$ cat src/rtl/rr_rhythm_classifier.sv
// Beat-level back end of the Pan-Tompkins chain: QRS edge -> accepted beat, R-R interval,
// 8-beat history and rhythm class (00 normal, 01 brady, 10 tachy, 11 AF).
module rr_rhythm_classifier #(
    parameter int unsigned CNT_W      = 12,
    parameter int unsigned REFRACTORY = 50,
    parameter int unsigned BRADY_RR   = 250,
    parameter int unsigned TACHY_RR   = 150,
    parameter int unsigned AF_DEV     = 40,
    parameter int unsigned TIMEOUT    = 1000
) (
    input  logic             clk,
    input  logic             rst,
    input  logic             sample_en,
    input  logic             qrs_in,
    output logic             beat_pulse,
    output logic             rr_valid,
    output logic [CNT_W-1:0] rr_interval,
    output logic [CNT_W-1:0] rr_avg,
    output logic [1:0]       rhythm,
    output logic             rhythm_valid,
    output logic             no_beat
);
    localparam int unsigned SUM_W = CNT_W + 3;

    localparam logic [CNT_W-1:0] CntMax     = '1;
    localparam logic [CNT_W-1:0] RefrCnt    = CNT_W'(REFRACTORY);
    localparam logic [CNT_W-1:0] BradyCnt   = CNT_W'(BRADY_RR);
    localparam logic [CNT_W-1:0] TachyCnt   = CNT_W'(TACHY_RR);
    localparam logic [CNT_W-1:0] AfCnt      = CNT_W'(AF_DEV);
    localparam logic [CNT_W-1:0] TimeoutCnt = CNT_W'(TIMEOUT);

    typedef enum logic [1:0] {StWaitFirst, StRefract, StSearch, StCalc} state_e;

    state_e           state_q;
    logic [CNT_W-1:0] cnt_q;
    logic             qrs_prev_q;
    logic [CNT_W-1:0] rr_buf_q [8];
    logic [2:0]       wr_ptr_q;
    logic [SUM_W-1:0] sum_q;
    logic [3:0]       fill_q;
    logic [SUM_W-1:0] dev_sum_q;
    logic             calc_first_q;
    logic [2:0]       calc_idx_q;

    logic [CNT_W-1:0] cnt_inc;
    logic [CNT_W-1:0] cnt_now;
    logic [CNT_W-1:0] calc_entry;
    logic [CNT_W-1:0] abs_dev;
    logic [SUM_W-1:0] sum_upd;
    logic [SUM_W-1:0] dev_next;
    logic             rise;
    logic             timeout_hit;

    always_comb begin
        cnt_inc     = (cnt_q == CntMax) ? cnt_q : cnt_q + CNT_W'(1);
        cnt_now     = sample_en ? cnt_inc : cnt_q;
        rise        = sample_en && qrs_in && !qrs_prev_q;
        timeout_hit = sample_en && (state_q != StWaitFirst) && (cnt_inc >= TimeoutCnt);
        // Final sum always fits in SUM_W, so modular add/subtract is exact.
        sum_upd     = sum_q + SUM_W'(cnt_inc) - SUM_W'(rr_buf_q[wr_ptr_q]);
        calc_entry  = rr_buf_q[calc_idx_q];
        abs_dev     = (calc_entry >= rr_avg) ? calc_entry - rr_avg : rr_avg - calc_entry;
        dev_next    = dev_sum_q + SUM_W'(abs_dev);
    end

    always_ff @(posedge clk) begin
        if (rst) begin
            state_q      <= StWaitFirst;
            cnt_q        <= '0;
            qrs_prev_q   <= 1'b0;
            wr_ptr_q     <= '0;
            sum_q        <= '0;
            fill_q       <= '0;
            dev_sum_q    <= '0;
            calc_first_q <= 1'b0;
            calc_idx_q   <= '0;
            for (int i = 0; i < 8; i++) rr_buf_q[i] <= '0;
            beat_pulse   <= 1'b0;
            rr_valid     <= 1'b0;
            rr_interval  <= '0;
            rr_avg       <= '0;
            rhythm       <= 2'b00;
            rhythm_valid <= 1'b0;
            no_beat      <= 1'b0;
        end else begin
            beat_pulse <= 1'b0;
            rr_valid   <= 1'b0;
            if (sample_en) begin
                qrs_prev_q <= qrs_in;
                cnt_q      <= cnt_inc;
            end

            if (timeout_hit) begin
                // Asystole / lead-off: drop the history and wait for a fresh first beat.
                no_beat      <= 1'b1;
                rhythm_valid <= 1'b0;
                fill_q       <= '0;
                sum_q        <= '0;
                wr_ptr_q     <= '0;
                calc_first_q <= 1'b0;
                calc_idx_q   <= '0;
                for (int i = 0; i < 8; i++) rr_buf_q[i] <= '0;
                state_q      <= StWaitFirst;
            end else begin
                unique case (state_q)
                    StWaitFirst: begin
                        if (rise) begin
                            beat_pulse <= 1'b1;
                            no_beat    <= 1'b0;
                            cnt_q      <= '0;
                            state_q    <= StRefract;
                        end
                    end
                    StRefract: begin
                        if (sample_en && (cnt_inc >= RefrCnt)) state_q <= StSearch;
                    end
                    StSearch: begin
                        if (rise) begin
                            beat_pulse         <= 1'b1;
                            rr_valid           <= 1'b1;
                            no_beat            <= 1'b0;
                            rr_interval        <= cnt_inc;
                            rr_buf_q[wr_ptr_q] <= cnt_inc;
                            wr_ptr_q           <= wr_ptr_q + 3'd1;
                            sum_q              <= sum_upd;
                            if (fill_q != 4'd8) fill_q <= fill_q + 4'd1;
                            cnt_q              <= '0;
                            calc_first_q       <= 1'b1;
                            calc_idx_q         <= '0;
                            state_q            <= StCalc;
                        end
                    end
                    StCalc: begin
                        if (calc_first_q) begin
                            rr_avg       <= sum_q[SUM_W-1:3];
                            dev_sum_q    <= '0;
                            calc_first_q <= 1'b0;
                        end else begin
                            dev_sum_q  <= dev_next;
                            calc_idx_q <= calc_idx_q + 3'd1;
                            if (calc_idx_q == 3'd7) begin
                                if (fill_q == 4'd8) begin
                                    rhythm_valid <= 1'b1;
                                    if (dev_next[SUM_W-1:3] > AfCnt) begin
                                        rhythm <= 2'b11;
                                    end else if (rr_avg > BradyCnt) begin
                                        rhythm <= 2'b01;
                                    end else if (rr_avg < TachyCnt) begin
                                        rhythm <= 2'b10;
                                    end else begin
                                        rhythm <= 2'b00;
                                    end
                                end
                                state_q <= (cnt_now >= RefrCnt) ? StSearch : StRefract;
                            end
                        end
                    end
                    default: state_q <= StWaitFirst;
                endcase
            end
        end
    end

endmodule

$ cat config.mk
export PLATFORM = sky130hd
export DESIGN_NAME = rr_rhythm_classifier
export DESIGN_NICKNAME = d
export VERILOG_FILES = /design/src/rtl/rr_rhythm_classifier.sv
export SDC_FILE = /design/constraint.sdc
export NUM_CORES = 1
export LEC_CHECK = 0
export CELL_PAD_IN_SITES_DETAIL_PLACEMENT = 1
export CELL_PAD_IN_SITES_GLOBAL_PLACEMENT = 2
export CORE_MARGIN = 5
export CORE_UTILIZATION = 30
export CTS_BUF_LIST = sky130_fd_sc_hd__clkbuf_16
export DETAILED_ROUTE_END_ITERATION = 8
export PLACE_DENSITY_LB_ADDON = 0.1
export SKIP_CTS_REPAIR_TIMING = 1
export SLEW_MARGIN = 20
export SYNTH_ARGS = -nofsm -noshare
export SYNTH_HDL_FRONTEND = slang
export SYNTH_SLANG_ARGS = --single-unit
$ cat constraint.sdc
create_clock -name clk -period 12.5 [get_ports clk]
set_clock_uncertainty 0.05 [all_clocks]
set_input_delay 1.875 -clock clk [delete_from_list [all_inputs] [get_ports clk]]
set_output_delay 1.875 -clock clk [all_outputs]
set_load 0.02 [all_outputs]
* Word-level counts from Yosys, hierarchy flattened *
Memory sizes are Yosys's and may differ from the RTL's. A register that Yosys moved wholly into a read port is not among the register bits.
Index checks and enable logic that the tools add are counted.

storage, ports and cells
  bits in read-only memories = 0
  bits in latches = 0
  register bits after elaboration = 86
  memories kept = 1
  bits in writable memories = 96
  logic and storage cells = 132
  input bits = 4

operators by class
  bitwise gates (word level) = 11
  magnitude comparators = 7
  divide/modulo/power cells = 0
  $add $sub $neg = 9
  multiply operators = 0
  equality and inequality tests = 12
  mux-type cells = 50
  shifts and indexed selects = 0
  reductions and logical operators = 26

memory list
  memory    words  bits a word  read ports  clocked after memory_dff  write ports  line  RTL
  rr_buf_q  8      12           2           2                         8            37    logic [CNT_W-1:0] rr_buf_q [8];

operator list
  cell                   count
  $mux 12                15
  $add 15x12->15         2
  $ge 12x6->1 const B    2
  $sub 12x12->12         2
  $mux 3                 7
  $mux 2                 9
  $mux 1                 15
  $mux 15                1
  $sub 15x12->15         1
  $add 12x1->12 const B  1
  $eq 12x12->1 const B   1
  $ge 12x10->1 const B   1
  $ge 12x12->1           1
  $gt 12x6->1 const B    1
  $gt 12x8->1 const B    1
  $lt 12x8->1 const B    1
  $reduce_and 3->1       4
  $reduce_or 12->1       1
  $ne 2x2->1 const B     5
  $reduce_and 5->1       2
  $or 1x1->1             8
  $pmux 2 s4             1
  $reduce_and 2->1       4
  $reduce_bool 2->1      4
  other kinds (16)       25

* Longest topological paths before layout *
Gate-level depths: netlist (run 1).

  word-level depth = 9
  depth in mapped cells = 24
  mapped depth without buffers = 21

* Least setup slack after synthesis (run 1) *
Ideal clock, no wire load.

  kind = register -> register
  start = register (tool-made name)
  end = register rhythm[0]
  setup time = 0.124 ns
  arrival = 5.889 ns
  path slack = 6.438 ns
  path buffers = 4
  stages on the path, launching flop included = 23
  clock period less this slack = 6.062 ns
  cell sequence = dfxtp_1 clkbuf_1 buf_1 mux4_2 mux2i_1 inv_1 ha_1 clkbuf_1 nand4_1 o21ai_0 a311oi_1 o31ai_2 clkbuf_1 mux2_2 fa_1 a211oi_1 o211ai_1 a31o_2 xnor2_1 nand2b_1 a211oi_1 nor4bb_1 a21oi_1

RTL lines
  element               line  RTL
  to (signal assigned)  82    rhythm <= 2'b00;
  to (signal assigned)  145   rhythm <= 2'b11;
  to (signal assigned)  147   rhythm <= 2'b01;
  to (decl)             19    output logic [1:0] rhythm,

==> results of run 1 <==
==> cell families (layout without fill, tap and decap cells) <==
kind of cell	Yosys count	count (layout)	share of synthesized area
xor gates and xnor gates	37	37	0.02998
and+or+nand+nor	372	372	0.1581
muxes	101	101	0.1416
buffers and inverters	122	137	0.04814
AOI/OAI and AO/OA	204	204	0.1190
DFF	188	188	0.4131
other	1	16	0.0003279
adders and majority gates	73	73	0.08972
==> worst paths after layout <==
check,to,slack [ns],depth (start not counted)
hold / removal,rhythm_valid$_SDFFE_PP0P_,0.41,2
setup / recovery,rhythm[0]$_SDFFE_PP0P_,5.90,21
hold reg to reg,rhythm_valid$_SDFFE_PP0P_,0.41,2
setup reg to reg,rhythm[0]$_SDFFE_PP0P_,5.90,21
==> cell usage in the layout, fill, tap and decap left out, types with 12 or more instances in the layout <==
cell	synthesis	routed
a21o_1	13	13
a21oi_1	63	63
buf_4	6	14
clkbuf_16	0	17
clkdlybuf4s50_1	0	32
conb_1	1	16
dfxtp_1	92	90
edfxtp_1	96	96
fa_1	15	15
ha_1	58	58
inv_1	57	57
mux2i_1	47	47
mux4_2	48	48
nand2_1	69	69
nand3_1	20	20
nor2_1	163	163
nor2_4	12	12
nor2b_1	12	12
nor3_1	24	24
o21ai_0	41	40
xnor2_1	26	26
==> power by group through the flow <==
| stage | Sequential, uW | Clock [uW] | Combinational, uW |
|---|---|---|---|
| 2_1_floorplan | 678 | 0 | 86.6 |
| 3_3_place_gp | 682 | 0 | 120 |
| 3_5_place_dp | 683 | 0 | 120 |
| 4_1_cts | 668 | 583 | 120 |
| 5_1_grt | 670 | 605 | 133 |
| 6_report | 668 | 564 | 118 |
==> final cells by class <==
class                   instances  area (um2)  share of cell area
well taps                     511       639.4             0.04979
multi-input cells             803        6238              0.4858
flip-flops and latches        188        4727              0.3681
clock buffers                  17       425.4             0.03313
repair buffers                 47       430.4             0.03352
inverters                      58       217.7             0.01695
clock inverters                15       162.7             0.01267
==> worst register-to-register path, cell delays in order (launching register included) <==
cell and delay [ns]:
dfxtp_2 0.94, mux4_2 0.61, mux2i_1 0.33, inv_1 0.15
fa_1 0.44, a21oi_1 0.23, o211ai_1 0.17, a311oi_1 0.58
o31ai_2 0.12, buf_4 0.22, nand2_1 0.08, o21ai_0 0.10
xnor2_1 0.30, ha_1 0.32, a21oi_1 0.17, nand2_1 0.09
or3_1 0.33, a211oi_1 0.32, o22ai_1 0.15, a211oi_1 0.32
nor4bb_1 0.34, a21oi_1 0.11
==> state kept, by name (all words and copies together) (netlist names), 3 cells and up, named ones only <==
register     cells
cnt_q           12
calc_idx_q       3
rr_buf_q        96
wr_ptr_q         3
sum_q           15
rr_avg          12
fill_q           4
dev_sum_q       15
rr_interval     12
==> stage by stage <==
| step | power, uW | instance area, um2 | util |
|---|---|---|---|
| after floorplan | 764.8 | 11490 | - |
| after global placement | 801.6 | 12250 | 0.3252 |
| after detailed placement | 802.7 | 12250 | 0.3252 |
| after CTS | 1372 | 12840 | 0.3408 |
| after global routing | 1408 | 12840 | 0.3409 |
| final | 1351 | 12840 | 0.3409 |
==> metal layers <==
| metal | GRT usage | up-vias | routed length, um |
|---|---|---|---|
| li1 | - | 3992 | - |
| met1 | 0.2237 | 4134 | 16110 |
| met2 | 0.2820 | 73 | 16500 |
| met3 | 0.02916 | 21 | 838 |
| met4 | 0.03900 | 0 | 551 |
| met5 | 0 | - | 0 |
==> summary.txt, run 1 <==
status: completed
maximum vdd drop: 71.99 uV
Placeable Area: 37670 um2
Longest Clk Path Bufs: 2
io pins: 34
worst hold slack: 0.4066 ns
first-pass GRT wire length: 53440 um
WP data arrival: 6.88 ns
GR Overflow Total: 0
Largest stage delay, worst path: 0.94 ns
period utilisation layout: 0.5282
max_cap viols: 0
largest cells by area after synthesis: edfxtp_1 25%, dfxtp_1 16%, mux4_2 9.5%
slew margin rel.: 0.3437
ANT cells: 0
slew at the pin closest to its max-slew limit: 0.9741 ns
final worst setup slack: 5.898 ns
Placer Congestion: 0.8104
Syn Inst Count: 1098
Mapped Avg Cell Area: 10.42 um2
max-slew violation count: 0
die height: 205.2 um
DRT Pass-1 Iters: 4
setup TNS: 0 ns
Num CTS Buffers: 17
Post-synth ARST share: 0
Critical Path Start Type: register
cell family with most CP delay: compound AO/OA/AOI/OAI gates
Final nets: 1192
Crit. End Element: register
Post-synth EDFFs: 96
Pint: 991.4 uW
Fillers: 4223
Seq/Total Area, Yosys: 0.4131
top cells by count, synth: 163 x nor2_1, 96 x edfxtp_1, 92 x dfxtp_1, 69 x nand2_1, 63 x a21oi_1
WL final: 34000 um
row cnt: 71
Avg WL per Cell: 20.74 um
Hold Path Class: reg -> reg
DR iter-0 viols: 336
YS warnings: 0
endpoints failing setup: 0
number of global-route vias before repair: 8763
CTS Sinks: 188
Place WS: 5.767 ns
min cycle time layout: 6.602 ns
initial antenna violation count: 0
via count: 8220
share of cells above drive strength 1: 0.1250
Setup CP Type: reg -> reg
post-synth top area share: 0.2521
Worst EP required: 12.78 ns
synthesized flop and latch total: 188
most common cell in the netlist: nor2_1
Switch Pwr: 359.6 uW
RSZ-0062 raised after global routing: no
Reg power frac: 0.495
final count of hold timing violations: 0
Max Fclk: 151.5 MHz
proportion of power drawn by the clock network: 0.418
hpwl dp: 25190 um
Logic pwr share: 0.088
Skew-Pair Late Insertion Delay: 0.46 ns
final cell count without fillers: 1639
CP bufs+invs: 2
CP max FO: 24
CP max stage cell: dfxtp_2
Root Driver: clkbuf_16
sw frac: 0.2662
Post-Place Cells: 1607
initial core utilization: 0.3036
vias per cell: 5.015
total track usage: 0.1667
drc violations: 0
cells along the critical path: mux4_2 -> mux2i_1 -> inv_1 -> fa_1 -> a21oi_1 -> o211ai_1 -> a311oi_1 -> o31ai_2 -> buf_4 -> nand2_1 -> o21ai_0 -> xnor2_1 -> ha_1 -> a21oi_1 -> nand2_1 -> or3_1 -> a211oi_1 -> o22ai_1 -> a211oi_1 -> nor4bb_1 -> a21oi_1
worst hold start: rhythm_valid$_SDFFE_PP0P_
# port buffers: 33
pwr/cell area: 105.2 nW/um2
antenna-violating nets left: 0
clock transition at the registers of the reported paths: 0.08 ns
largest net degree at the start of global routing: 52
H-tree level count: 4
Yosys top cell by area: edfxtp_1
Yosys cell types: 79
Die W: 205.2 um
CP most frequent cell: a21oi_1
Die Footprint: 42130 um2
Post-Syn Area: 11440 um2
synth-to-layout area growth: 12.29%
Synth Flop Type: edfxtp_1
Pleak: 0.004775 uW
TritonCTS clock tree: built
Note: power is estimated with default switching activity, not from simulation.
==> run 2, diff against run 1 <==
clock period = 6.3 ns   (was 12.5 ns; I/O delays follow)
==> summary.txt, run 2 (same netlist as run 1, synthesis figures left out) <==
status: completed
worst hold slack: 0.4028 ns
WP data arrival: 6.16 ns
r2r endpoint: rhythm[0]$_SDFFE_PP0P_
die height: 205.2 um
ANT cells: 0
Placer Congestion: 0.8367
pwr/cell area: 208.5 nW/um2
GR Overflow Total: 0
Hold Crit Endpoint: rhythm_valid$_SDFFE_PP0P_
drc violations: 0
number of global-route vias before repair: 8500
synth-to-layout area growth: 13.40%
Pleak: 0.004842 uW
Largest stage delay, worst path: 0.55 ns
Reg2Reg Depth: 22
first-pass GRT wire length: 52900 um
H-tree level count: 4
DRT Pass-1 Iters: 4
setup slack, reg-to-reg: 0.42 ns
setup TNS: 0 ns
CP max stage cell: mux4_2
endpoints failing setup: 0
share of cells above drive strength 1: 0.1378
Critical Path Start Type: register
CP max FO: 13
most frequent cells in the layout: 163 x nor2_1, 96 x edfxtp_1, 90 x dfxtp_1
Num CTS Buffers: 17
RSZ-0062 raised after global routing: no
Die W: 205.2 um
Root Driver: clkbuf_16
io pins: 34
Biggest register: rr_buf_q
TritonCTS clock tree: built
Longest Clk Path Bufs: 2
DR iter-0 viols: 390
Skew-Pair Late Insertion Delay: 0.45 ns
Die Footprint: 42130 um2
Crit. End Element: register
initial antenna violation count: 0
Placeable Area: 37670 um2
hpwl dp: 25650 um
# port buffers: 33
max reg flops: 96
period utilisation layout: 0.9336
Largest regs: rr_buf_q (96), dev_sum_q (15), sum_q (15)
Avg WL per Cell: 20.27 um
most common cell after layout, fill and taps aside: nor2_1
vias per cell: 4.990
via count: 8234
Setup CP Type: reg -> reg
max-slew violation count: 0
initial core utilization: 0.3036
row cnt: 71
cells along the critical path: buf_6 -> mux4_2 -> mux2i_2 -> inv_1 -> ha_1 -> a21oi_2 -> o211ai_1 -> a311oi_2 -> o31ai_2 -> buf_4 -> buf_4 -> o31a_1 -> xor2_1 -> ha_1 -> a21oi_1 -> o211ai_1 -> a31o_2 -> xnor2_1 -> nand2b_1 -> a211oi_1 -> nor4bb_1 -> a21oi_1
largest net degree at the start of global routing: 43
Hold Path Class: reg -> reg
final count of hold timing violations: 0
CTS Sinks: 188
antenna-violating nets left: 0
slew at the pin closest to its max-slew limit: 0.9440 ns
worst hold path cell count: 2
max_cap viols: 0
Worst EP required: 6.58 ns
Max Fclk: 170.0 MHz
Final nets: 1203
min cycle time layout: 5.882 ns
worst hold start: rhythm_valid$_SDFFE_PP0P_
Fillers: 4227
slew margin rel.: 0.3640
clock transition at the registers of the reported paths: 0.08 ns
WL final: 33450 um
maximum vdd drop: 173.0 uV
total track usage: 0.1643
run 2: per-layer routing:
| layer | vias to the layer above | track usage | wire length (um) |
|---|---|---|---|
| met4 | 0 | 0.03589 | 410 |
| met5 | - | 0 | 0 |
| li1 | 4018 | - | - |
| met3 | 17 | 0.02585 | 842 |
| met2 | 85 | 0.2704 | 15940 |
| met1 | 4114 | 0.2299 | 16260 |
run 2: worst max-delay path, delay by kind of cell (launching register included):
family,cells,cell delay (ns)
AOI/OAI and AO/OA,10,2.20
xor gates and xnor gates,2,0.43
adders and majority gates,2,0.70
buffers and inverters,4,0.68
DFF,1,0.45
muxes,2,0.82
and+or+nand+nor,2,0.43
run 2: cell type report:
type | count | area, um2 | share of cell area
Tap cell | 511 | 639.4 | 0.04930
Sequential cell | 188 | 4727 | 0.3645
Multi-Input combinational cell | 803 | 6260 | 0.4827
Clock inverter | 15 | 178.9 | 0.01380
Clock buffer | 17 | 425.4 | 0.03280
Inverter | 58 | 217.7 | 0.01679
Timing Repair Buffer | 58 | 520.5 | 0.04014
run 2: stage by stage:
stage | power, uW | cell area (um2) | utilization | instances | worst slack, ns
CTS | 2748 | 12920 | 0.3431 | 1648 | 0.09644
floorplan | 1518 | 11490 | - | 1113 | 0.2376
finish | 2703 | 12970 | 0.3443 | 1650 | 0.4181
global placement | 1592 | 12320 | 0.3270 | 1616 | 0.4358
detailed placement | 1594 | 12320 | 0.3271 | 1616 | 0.1221
global route | 2828 | 12970 | 0.3443 | 1650 | 0.04574
run 2: power breakdown:
| group | internal [uW] | switching, uW | leakage, uW |
|---|---|---|---|
| logic | 92.3 | 146 | 0.00282 |
| registers | 1310 | 15.9 | 0.00172 |
| clock network | 599 | 540 | 0.000294 |
| total | 2000 | 702 | 0.00484 |
run 2: worst max path at each step:
stage               startpoint                     end  slack (ns)  cells past startpoint
finish                register  rhythm[0]$_SDFFE_PP0P_        0.42                     22
global route          register  rhythm[0]$_SDFFE_PP0P_        0.05                     23
CTS                   register  rhythm[0]$_SDFFE_PP0P_         0.1                     22
detailed placement    register  rhythm[0]$_SDFFE_PP0P_        0.12                     22
global placement      register  rhythm[0]$_SDFFE_PP0P_        0.44                     22
floorplan             register  rhythm[0]$_SDFFE_PP0P_        0.24                     22
==> run 3, diff against run 2 <==
CORE_MARGIN = 4   (was 5)
PLACE_DENSITY = 0.72   (was not set)
PLACE_DENSITY_LB_ADDON = not set   (was 0.1)
==> summary.txt, run 3 (same netlist as run 1, synthesis figures left out) <==
Post-Layout Inst Area: 12950 um2
Worst EP required: 6.59 ns
share of cells above drive strength 1: 0.1352
status: completed
WL final: 32980 um
Placer Congestion: 0.8725
Fillers: 4312
total power: 2694 uW
most common cell after layout, fill and taps aside: nor2_1
Root Driver: clkbuf_16
placed inst area: 12330 um2
Crit. End Element: register
max reg flops: 96
slew at the pin closest to its max-slew limit: 1.012 ns
Placeable Area: 37670 um2
via count: 8393
initial core utilization: 0.3036
Max Fclk: 172.8 MHz
Die Footprint: 41310 um2
DR iter-0 viols: 476
row cnt: 71
CP max FO: 13
Pleak: 0.004834 uW
Skew-Pair Late Insertion Delay: 0.47 ns
Longest Clk Path Bufs: 2
cell family with most CP delay: compound AO/OA/AOI/OAI gates
Die W: 203.2 um
CP bufs+invs: 3
Setup CP Type: reg -> reg
Num CTS Buffers: 17
total track usage: 0.1619
pwr/cell area: 208.0 nW/um2
largest net degree at the start of global routing: 52
cells along the critical path: mux4_2 -> mux2i_1 -> ha_1 -> inv_1 -> fa_1 -> a21oi_1 -> o211ai_1 -> a311oi_2 -> o31ai_2 -> buf_4 -> buf_4 -> mux2i_1 -> xnor2_1 -> ha_1 -> and4_1 -> or3_1 -> a211oi_1 -> o22ai_1 -> a211oi_1 -> nor4bb_1 -> a21oi_1
min cycle time layout: 5.788 ns
clock transition at the registers of the reported paths: 0.07 ns
TritonCTS clock tree: built
io pins: 34
CTS Sinks: 188
maximum vdd drop: 111.5 uV
Post-Place Cells: 1617
final count of hold timing violations: 0
max_cap viols: 0
number of global-route vias before repair: 8577
Final nets: 1203
vias per cell: 5.087
RSZ-0062 raised after global routing: no
setup TNS: 0 ns
# port buffers: 33
max-slew violation count: 0
final cell count without fillers: 1650
Hold Path Class: reg -> reg
drc violations: 0
Biggest register: rr_buf_q
die height: 203.2 um
hpwl dp: 24300 um
Critical Path Start Type: register
WP data arrival: 6.08 ns
synth-to-layout area growth: 13.26%
initial antenna violation count: 1
worst hold slack: 0.4108 ns
most frequent cells in the layout: 163 x nor2_1, 96 x edfxtp_1, 90 x dfxtp_1
antenna-violating nets left: 0
GR Overflow Total: 0
first-pass GRT wire length: 51360 um
H-tree level count: 4
CP max stage cell: mux4_2
Largest regs: rr_buf_q (96), dev_sum_q (15), sum_q (15)
slew margin rel.: 0.3242
ANT cells: 0
Largest stage delay, worst path: 0.54 ns
Avg WL per Cell: 19.99 um
endpoints failing setup: 0
DRT Pass-1 Iters: 4
period utilisation layout: 0.9187
-- run 3: layout make-up --
cell class,instances,area [um2],area share
well taps,511,639.4,0.04936
clock buffers,17,425.4,0.03284
flip-flops and latches,188,4730,0.3651
multi-input cells,803,6257,0.4831
repair buffers,58,516.7,0.03990
clock inverters,15,166.4,0.01285
inverters,58,217.7,0.01681
-- run 3: tightest hold or removal path: stages, from the launching register on --
cell and delay, ns:
dfxtp_1 0.31, inv_1 0.05, a21oi_1 0.05
-- run 3: power breakdown --
part / leakage (uW) / total (uW) / switching [uW] / internal, uW
Sequential: 0.00173 / 1330 / 16.9 / 1310
Combinational: 0.00282 / 236 / 144 / 92.1
Clock: 0.000289 / 1130 / 564 / 567
Total: 0.00483 / 2690 / 726 / 1970
-- run 3: worst paths after layout --
check / from / end / slack, ns / depth (start not counted)
worst max-delay path: register / rhythm[0]$_SDFFE_PP0P_ / 0.51 / 21
worst min-delay path: rhythm_valid$_SDFFE_PP0P_ / rhythm_valid$_SDFFE_PP0P_ / 0.41 / 2
worst max register to register: register / rhythm[0]$_SDFFE_PP0P_ / 0.51 / 21
worst min register to register: rhythm_valid$_SDFFE_PP0P_ / rhythm_valid$_SDFFE_PP0P_ / 0.41 / 2
-- run 3: layer usage --
layer,vias up,share of wire,track usage
met5,-,0,0
met4,0,0.028,0.05782
met3,36,0.028,0.02655
met2,126,0.49,0.2730
met1,4218,0.46,0.2112
li1,4013,-,-
-- run 3: per-stage QoR --
stage               utilization  setup WS, ns
finish                   0.3439        0.5123
global route             0.3439       0.02532
CTS                      0.3431        0.2147
detailed placement       0.3274        0.2642
global placement         0.3272        0.4083
floorplan                     -        0.2376
